[src/rtl/dmem_access_arbiter_if.sv]
// Bus bundle around the data-memory arbiter: pipeline MEM-stage port, debug dump port
// and the DataMemory mux port. The arbiter sits on the slave side.
interface dmem_access_arbiter_if #(
  parameter int DATA_W = 32,
  parameter int ADDR_W = 32,
  parameter int CNT_W  = 10
);
  // Pipeline MEM stage
  logic [1:0]        pipe_rw;
  logic [ADDR_W-1:0] pipe_addr;
  logic [DATA_W-1:0] pipe_wdata;
  logic [DATA_W-1:0] pipe_rdata;
  logic              pipe_stall;

  // Debug dump port
  logic              dbg_start;
  logic              dbg_abort;
  logic [ADDR_W-1:0] dbg_base;
  logic [CNT_W-1:0]  dbg_count;
  logic              dbg_busy;
  logic              dbg_valid;
  logic [DATA_W-1:0] dbg_data;
  logic [ADDR_W-1:0] dbg_addr;
  logic              dbg_done;

  // DataMemory port
  logic [1:0]        mem_rw;
  logic [ADDR_W-1:0] mem_addr;
  logic [DATA_W-1:0] mem_wdata;
  logic [DATA_W-1:0] mem_rdata;

  modport slave (
    input  pipe_rw, pipe_addr, pipe_wdata,
    output pipe_rdata, pipe_stall,
    input  dbg_start, dbg_abort, dbg_base, dbg_count,
    output dbg_busy, dbg_valid, dbg_data, dbg_addr, dbg_done,
    output mem_rw, mem_addr, mem_wdata,
    input  mem_rdata
  );

  modport master (
    output pipe_rw, pipe_addr, pipe_wdata,
    input  pipe_rdata, pipe_stall,
    output dbg_start, dbg_abort, dbg_base, dbg_count,
    input  dbg_busy, dbg_valid, dbg_data, dbg_addr, dbg_done,
    input  mem_rw, mem_addr, mem_wdata,
    output mem_rdata
  );
endinterface

[src/rtl/dmem_access_arbiter.sv]
// Shares the single-port data memory between the pipeline and a debug burst dump.
// Dump reads are interleaved with pipeline traffic, bounded by a starvation limit.
module dmem_access_arbiter #(
  parameter int DATA_W     = 32,
  parameter int ADDR_W     = 32,
  parameter int CNT_W      = 10,
  parameter int ADDR_STEP  = 1,
  parameter int STARVE_MAX = 4
) (
  input logic                   clk,
  input logic                   rst,
  dmem_access_arbiter_if.slave  bus
);

  localparam int STARVE_W = $clog2(STARVE_MAX + 1);

  typedef enum logic [1:0] {
    IDLE = 2'd0,
    DUMP = 2'd1,
    DONE = 2'd2
  } state_e;

  state_e              state_q, state_d;
  logic [ADDR_W-1:0]   cur_addr_q, cur_addr_d;
  logic [CNT_W-1:0]    remain_q, remain_d;
  logic [STARVE_W-1:0] starve_q, starve_d;
  logic                dbg_valid_q;
  logic [DATA_W-1:0]   dbg_data_q;
  logic [ADDR_W-1:0]   dbg_addr_q;
  logic                dbg_done_q;

  logic pipe_req;
  logic dbg_issue;

  assign pipe_req = (bus.pipe_rw != 2'b00);

  // NOTE: every variable written here gets a default first, so no path can infer a latch.
  always_comb begin
    state_d    = state_q;
    cur_addr_d = cur_addr_q;
    remain_d   = remain_q;
    starve_d   = starve_q;
    dbg_issue  = 1'b0;

    unique case (state_q)
      IDLE: begin
        if (bus.dbg_start) begin
          cur_addr_d = bus.dbg_base;
          remain_d   = bus.dbg_count;
          starve_d   = '0;
          state_d    = (bus.dbg_count != '0) ? DUMP : DONE;
        end
      end
      DUMP: begin
        if (bus.dbg_abort) begin
          state_d = DONE;
        end else if (pipe_req && (starve_q < STARVE_W'(STARVE_MAX))) begin
          starve_d = starve_q + STARVE_W'(1);
        end else begin
          // Debug read wins this cycle; the pipeline (if requesting) is stalled.
          dbg_issue  = 1'b1;
          starve_d   = '0;
          cur_addr_d = cur_addr_q + ADDR_W'(ADDR_STEP);
          remain_d   = remain_q - CNT_W'(1);
          if (remain_q == CNT_W'(1)) state_d = DONE;
        end
      end
      DONE:    state_d = IDLE;
      default: state_d = IDLE;
    endcase
  end

  always_comb begin
    bus.mem_rw     = bus.pipe_rw;
    bus.mem_addr   = bus.pipe_addr;
    bus.mem_wdata  = bus.pipe_wdata;
    bus.pipe_stall = 1'b0;
    if (dbg_issue) begin
      bus.mem_rw     = 2'b10;
      bus.mem_addr   = cur_addr_q;
      bus.mem_wdata  = '0;
      bus.pipe_stall = pipe_req;
    end
  end

  // NOTE: sequential state uses non-blocking assignments so every register samples pre-edge values.
  always_ff @(posedge clk or negedge rst) begin
    if (!rst) begin
      state_q     <= IDLE;
      cur_addr_q  <= '0;
      remain_q    <= '0;
      starve_q    <= '0;
      dbg_valid_q <= 1'b0;
      dbg_data_q  <= '0;
      dbg_addr_q  <= '0;
      dbg_done_q  <= 1'b0;
    end else begin
      state_q     <= state_d;
      cur_addr_q  <= cur_addr_d;
      remain_q    <= remain_d;
      starve_q    <= starve_d;
      dbg_valid_q <= dbg_issue;
      dbg_done_q  <= (state_d == DONE);
      if (dbg_issue) begin
        dbg_data_q <= bus.mem_rdata;
        dbg_addr_q <= cur_addr_q;
      end
    end
  end

  assign bus.pipe_rdata = bus.mem_rdata;
  assign bus.dbg_busy   = (state_q != IDLE);
  assign bus.dbg_valid  = dbg_valid_q;
  assign bus.dbg_data   = dbg_data_q;
  assign bus.dbg_addr   = dbg_addr_q;
  assign bus.dbg_done   = dbg_done_q;

endmodule
[src/flat_wrapper.sv]
// flat-port wrapper written by rule: the top's interface ports become plain ports
module dmem_access_arbiter_flat 
#(
  parameter int DATA_W     = 32,
  parameter int ADDR_W     = 32,
  parameter int CNT_W      = 10,
  parameter int ADDR_STEP  = 1,
  parameter int STARVE_MAX = 4
)
  (clk, rst, bus_pipe_rw, bus_pipe_addr, bus_pipe_wdata, bus_pipe_rdata, bus_pipe_stall, bus_dbg_start, bus_dbg_abort, bus_dbg_base, bus_dbg_count, bus_dbg_busy, bus_dbg_valid, bus_dbg_data, bus_dbg_addr, bus_dbg_done, bus_mem_rw, bus_mem_addr, bus_mem_wdata, bus_mem_rdata);
  dmem_access_arbiter_if #(.DATA_W(DATA_W), .ADDR_W(ADDR_W), .CNT_W(CNT_W)) bus_i ();
  input logic clk;
  input logic rst;
  input wire logic [$bits(bus_i.pipe_rw)-1:0] bus_pipe_rw;
  input wire logic [$bits(bus_i.pipe_addr)-1:0] bus_pipe_addr;
  input wire logic [$bits(bus_i.pipe_wdata)-1:0] bus_pipe_wdata;
  output wire logic [$bits(bus_i.pipe_rdata)-1:0] bus_pipe_rdata;
  output wire logic [$bits(bus_i.pipe_stall)-1:0] bus_pipe_stall;
  input wire logic [$bits(bus_i.dbg_start)-1:0] bus_dbg_start;
  input wire logic [$bits(bus_i.dbg_abort)-1:0] bus_dbg_abort;
  input wire logic [$bits(bus_i.dbg_base)-1:0] bus_dbg_base;
  input wire logic [$bits(bus_i.dbg_count)-1:0] bus_dbg_count;
  output wire logic [$bits(bus_i.dbg_busy)-1:0] bus_dbg_busy;
  output wire logic [$bits(bus_i.dbg_valid)-1:0] bus_dbg_valid;
  output wire logic [$bits(bus_i.dbg_data)-1:0] bus_dbg_data;
  output wire logic [$bits(bus_i.dbg_addr)-1:0] bus_dbg_addr;
  output wire logic [$bits(bus_i.dbg_done)-1:0] bus_dbg_done;
  output wire logic [$bits(bus_i.mem_rw)-1:0] bus_mem_rw;
  output wire logic [$bits(bus_i.mem_addr)-1:0] bus_mem_addr;
  output wire logic [$bits(bus_i.mem_wdata)-1:0] bus_mem_wdata;
  input wire logic [$bits(bus_i.mem_rdata)-1:0] bus_mem_rdata;
  assign bus_i.pipe_rw = bus_pipe_rw;
  assign bus_i.pipe_addr = bus_pipe_addr;
  assign bus_i.pipe_wdata = bus_pipe_wdata;
  assign bus_pipe_rdata = bus_i.pipe_rdata;
  assign bus_pipe_stall = bus_i.pipe_stall;
  assign bus_i.dbg_start = bus_dbg_start;
  assign bus_i.dbg_abort = bus_dbg_abort;
  assign bus_i.dbg_base = bus_dbg_base;
  assign bus_i.dbg_count = bus_dbg_count;
  assign bus_dbg_busy = bus_i.dbg_busy;
  assign bus_dbg_valid = bus_i.dbg_valid;
  assign bus_dbg_data = bus_i.dbg_data;
  assign bus_dbg_addr = bus_i.dbg_addr;
  assign bus_dbg_done = bus_i.dbg_done;
  assign bus_mem_rw = bus_i.mem_rw;
  assign bus_mem_addr = bus_i.mem_addr;
  assign bus_mem_wdata = bus_i.mem_wdata;
  assign bus_i.mem_rdata = bus_mem_rdata;
  dmem_access_arbiter #(.DATA_W(DATA_W), .ADDR_W(ADDR_W), .CNT_W(CNT_W), .ADDR_STEP(ADDR_STEP), .STARVE_MAX(STARVE_MAX)) u_core (.clk(clk), .rst(rst), .bus(bus_i));
endmodule
[config.mk]
export PLATFORM = sky130hd
export DESIGN_NAME = dmem_access_arbiter_flat
export DESIGN_NICKNAME = d
export VERILOG_FILES = /design/src/rtl/dmem_access_arbiter_if.sv /design/src/rtl/dmem_access_arbiter.sv /design/src/flat_wrapper.sv
export SDC_FILE = /design/constraint.sdc
export NUM_CORES = 1
export LEC_CHECK = 0
export BUFFER_PORTS_ARGS = -buffer_cell sky130_fd_sc_hd__buf_2
export CAP_MARGIN = 20
export CORE_ASPECT_RATIO = 0.75
export CORE_MARGIN = 2
export CORE_UTILIZATION = 47
export DETAILED_ROUTE_END_ITERATION = 10
export PLACE_DENSITY_LB_ADDON = 0.1
export SLEW_MARGIN = 20
export SYNTH_ARGS = -nofsm -noshare
export SYNTH_HDL_FRONTEND = slang
export SYNTH_SLANG_ARGS = --single-unit
[constraint.sdc]
create_clock -name clk -period 2.9 [get_ports clk]
set_input_delay 0.435 -clock clk [delete_from_list [all_inputs] [get_ports clk]]
set_output_delay 0.435 -clock clk [all_outputs]
set_load 0.01 [all_outputs]
==> flow_summary.ini <==
[outcome]
outcome = complete, no violations

[critical_path]
required_ns = 2.47
cpMaxStageDelayCell = dfrtp_2
cp_top_family = buffers and inverters
critPathLaunchType = register
critPathMaxFanout = 29
crit_chain = nand2b_4, a221oi_4, nand2_4, clkinv_8, buf_16, mux2_2, buf_2
critical_path_class = register to output port
slowest_delay_ns = 0.45
cp-end-kind = output port
cp.buffers_inverters = 3
cp.arrival_ns = 2.35

[synth]
synth_edf_count = 0
synth_xor_area_frac = 0
synth_async_sr_flop_share = 1.00
syn_area_per_cell_um2 = 10.4
synth_fp_nets = 775
synth_common_cells = dfrtp_1 (113), mux2_2 (91), buf_4 (37), nor2b_1 (36), a21oi_1 (34)
yosysWarnings = 0
yosysMostFrequentCell = dfrtp_1
yosys.area.top_type = dfrtp_1
ys_ff_latch = 113
synthTopCellsByArea = dfrtp_1 (44%), mux2_2 (16%), buf_4 (4.3%)
muxShareOfSynthArea = 0.161
yosys_most_used_dff = dfrtp_1
yosysSeqAreaShare = 0.436
synth_compound_area_frac = 0.139
netlist_instances = 627
synth_top_family_by_area = simple AND/OR/NAND/NOR gates
synth_top_area_frac = 0.436
ys_types = 59
synth_adder_area_share = 0.00771
syn_area_mm2 = 0.00649
yosys.area_share.simple = 0.176

[route]
vias = 6045
vias_per_cell = 5.57
drc_errors = 0
wl_mm = 19.1
ant_nets = 0
first_pass_iters = 6
dr.first_iter.drc_count = 430
wl_per_cell_um = 17.6

[place]
hpwl_mm = 13.9
port_buffers = 309
gp_congestion = 0.911

[sta]
relSlewSlack = 0.587
slew_violations = 0
worst_slew_pin_slew_ns = 0.619
fin_worst_skew_ns = 0.00730
rsz0062_at_grt = no
setup_viol = 0
hold_viol = 0
period_needed_ns = 2.78
max_freq_ghz = 0.359
fin_crit_sh = 0.959

[clock_network]
clkTransAtPathRegs_ns = 0.05
cts_buffers = 17
cts_tree = done
clockBufferDepth = 2
clk_latency_ns = 0.41
h-tree-depth = 4
cts.sinks = 113
root_buffer = clkbuf_16

[global_routing]
grt_use_total = 0.256
grt_pass1_wl_mm = 30.3
antenna_found_initial = 0
grt_max_degree = 51
grt_pass1_vias = 5776
overflow = 0

[cells_and_area]
finalNetCount = 1047
utilization = 0.635
area.growth.synth_to_final_pct = 33.1
layout-drive-gt1-share = 0.516

[power]
ir_drop_mv = 0.494
p_clk_frac = 0.245
swShare = 0.376
pwr-share-seq = 0.364
p_sw_mw = 3.23
p_leak_nw = 4.08
p_int_mw = 5.36
p_per_area_mw_per_mm2 = 995
total_power_mw = 8.59
pwr-share-comb = 0.391

[floorplan]
die_w_um = 140
io_pins = 310
start_util = 0.477
die_height_um = 106
dieArea_mm2 = 0.0148
rows = 37
core_area_mm2 = 0.0136

[worst_hold_path]
hold_class = input port to register

[flow_run]
maxCapViolations = 0
[per-stage QoR]
step           std cells  TNS, ns  worst slack (ns)  instance area, um^2  hold slack [ns]
2_1_floorplan        627        0             0.586                 6490            0.139
3_3_place_gp        1049        0             0.286                 7940            0.330
3_5_place_dp        1049        0             0.195                 7940            0.342
4_1_cts             1079  -0.0145          -0.00580                 8560            0.239
5_1_grt             1084        0            0.0355                 8640            0.254
6_report            1085        0             0.118                 8640            0.261
[logic make-up (layout without fill, tap and decap cells)]
| family | Yosys count | after routing |
|---|---|---|
| AO/OA/AOI/OAI | 132 | 132 |
| buffers and inverters | 89 | 371 |
| other | 0 | 1 |
| flip-flops | 113 | 113 |
| multiplexers | 93 | 93 |
| AND/OR/NAND/NOR | 196 | 196 |
| adder cells (fa/ha/maj) | 4 | 4 |
[power by group through the flow]
stage	combinational, mW	clock (mW)	sequential [mW]
floorplan	2.10	0	3.04
global placement	3.22	0	3.10
detailed placement	3.30	0	3.13
CTS	3.32	2.15	3.12
global route	3.69	2.22	3.24
finish	3.36	2.10	3.13
[layer usage]
| layer | vias up | track usage | part of all wire |
|---|---|---|---|
| li1 | 2847 | - | - |
| met1 | 2929 | 0.349 | 0.44 |
| met2 | 251 | 0.405 | 0.48 |
| met3 | 18 | 0.0609 | 0.067 |
| met4 | 0 | 0.0814 | 0.0095 |
| met5 | - | 0 | 0 |
[worst paths after layout]
check,slack (ns),start,to,cells after the start
max reg2reg,0.60,u_core.cur_addr_q[1],u_core.cur_addr_q[12],6
max in group asynchronous,1.56,rst,u_core.bus.dbg_addr[13],3
min in group asynchronous,0.46,rst,u_core.bus.dbg_data[0],2
min reg2reg,0.48,u_core.bus.dbg_addr[23],u_core.bus.dbg_addr[23],1
min,0.26,bus_dbg_base[24],u_core.cur_addr_q[24],2
max,0.12,u_core.state_q[0],bus_mem_addr[22],7
[worst reg2reg max path, stage by stage (launching register included)]
cell	delay, ns
dfrtp_1	0.51
ha_1	0.29
nand4_1	0.33
buf_4	0.29
or4_1	0.50
a21oi_1	0.17
o22a_1	0.15
[layout by cell type, fill, tap and decap left out, types with 4 or more instances in the layout]
| cell type | synthesis | final |
|---|---|---|
| buf_2 | 10 | 308 |
| dfrtp_1 | 113 | 112 |
| mux2_2 | 91 | 91 |
| nor2b_1 | 36 | 35 |
| a21oi_1 | 34 | 34 |
| nor2_1 | 28 | 28 |
| nand2_1 | 27 | 27 |
| o21ai_0 | 19 | 19 |
| nand4_1 | 19 | 19 |
| clkbuf_16 | 0 | 18 |
| buf_4 | 37 | 16 |
| nor3_1 | 15 | 15 |
| nand3_1 | 13 | 13 |
| inv_1 | 11 | 11 |
| nor4_1 | 11 | 11 |
| o22ai_1 | 11 | 11 |
| and4_1 | 10 | 10 |
| a211oi_1 | 8 | 8 |
| and3_1 | 6 | 6 |
| or4_1 | 6 | 6 |
| a21o_1 | 6 | 6 |
| a31oi_1 | 6 | 6 |
| a22oi_1 | 6 | 6 |
| o2bb2ai_1 | 5 | 5 |
| a22o_1 | 4 | 4 |
| or2_2 | 4 | 4 |
| a311oi_1 | 4 | 4 |
| ha_1 | 4 | 4 |
| clkbuf_8 | 0 | 4 |
[timing repair]
action	in CTS	in global routing
pin swaps	0	2
gates resized for setup	5	4
endpoints found under the hold margin	16	0
endpoints found under the setup margin	32	31
hold buffers	1	0
setup buffers	0	4
gates cloned	0	1
[final cells by class]
| cell class | count | area (um^2) |
|---|---|---|
| antenna | 1 | 2.50 |
| clock buffer | 23 | 488 |
| clock inverter | 6 | 105 |
| fill | 1160 | 4970 |
| inverter | 12 | 57.6 |
| multi-input combinational | 425 | 3150 |
| sequential | 113 | 2830 |
| tap | 175 | 219 |
| timing repair buffer | 330 | 1780 |
[sequential cells by signal, indices dropped and copies added (netlist names)]
name	count
u_core.bus.dbg_addr	32
u_core.bus.dbg_data	32
u_core.cur_addr_q	32
u_core.remain_q	10
u_core.starve_q	3
u_core.state_q	2
u_core.bus.dbg_done	1
u_core.bus.dbg_valid	1
(Power assumes the default switching activity.)
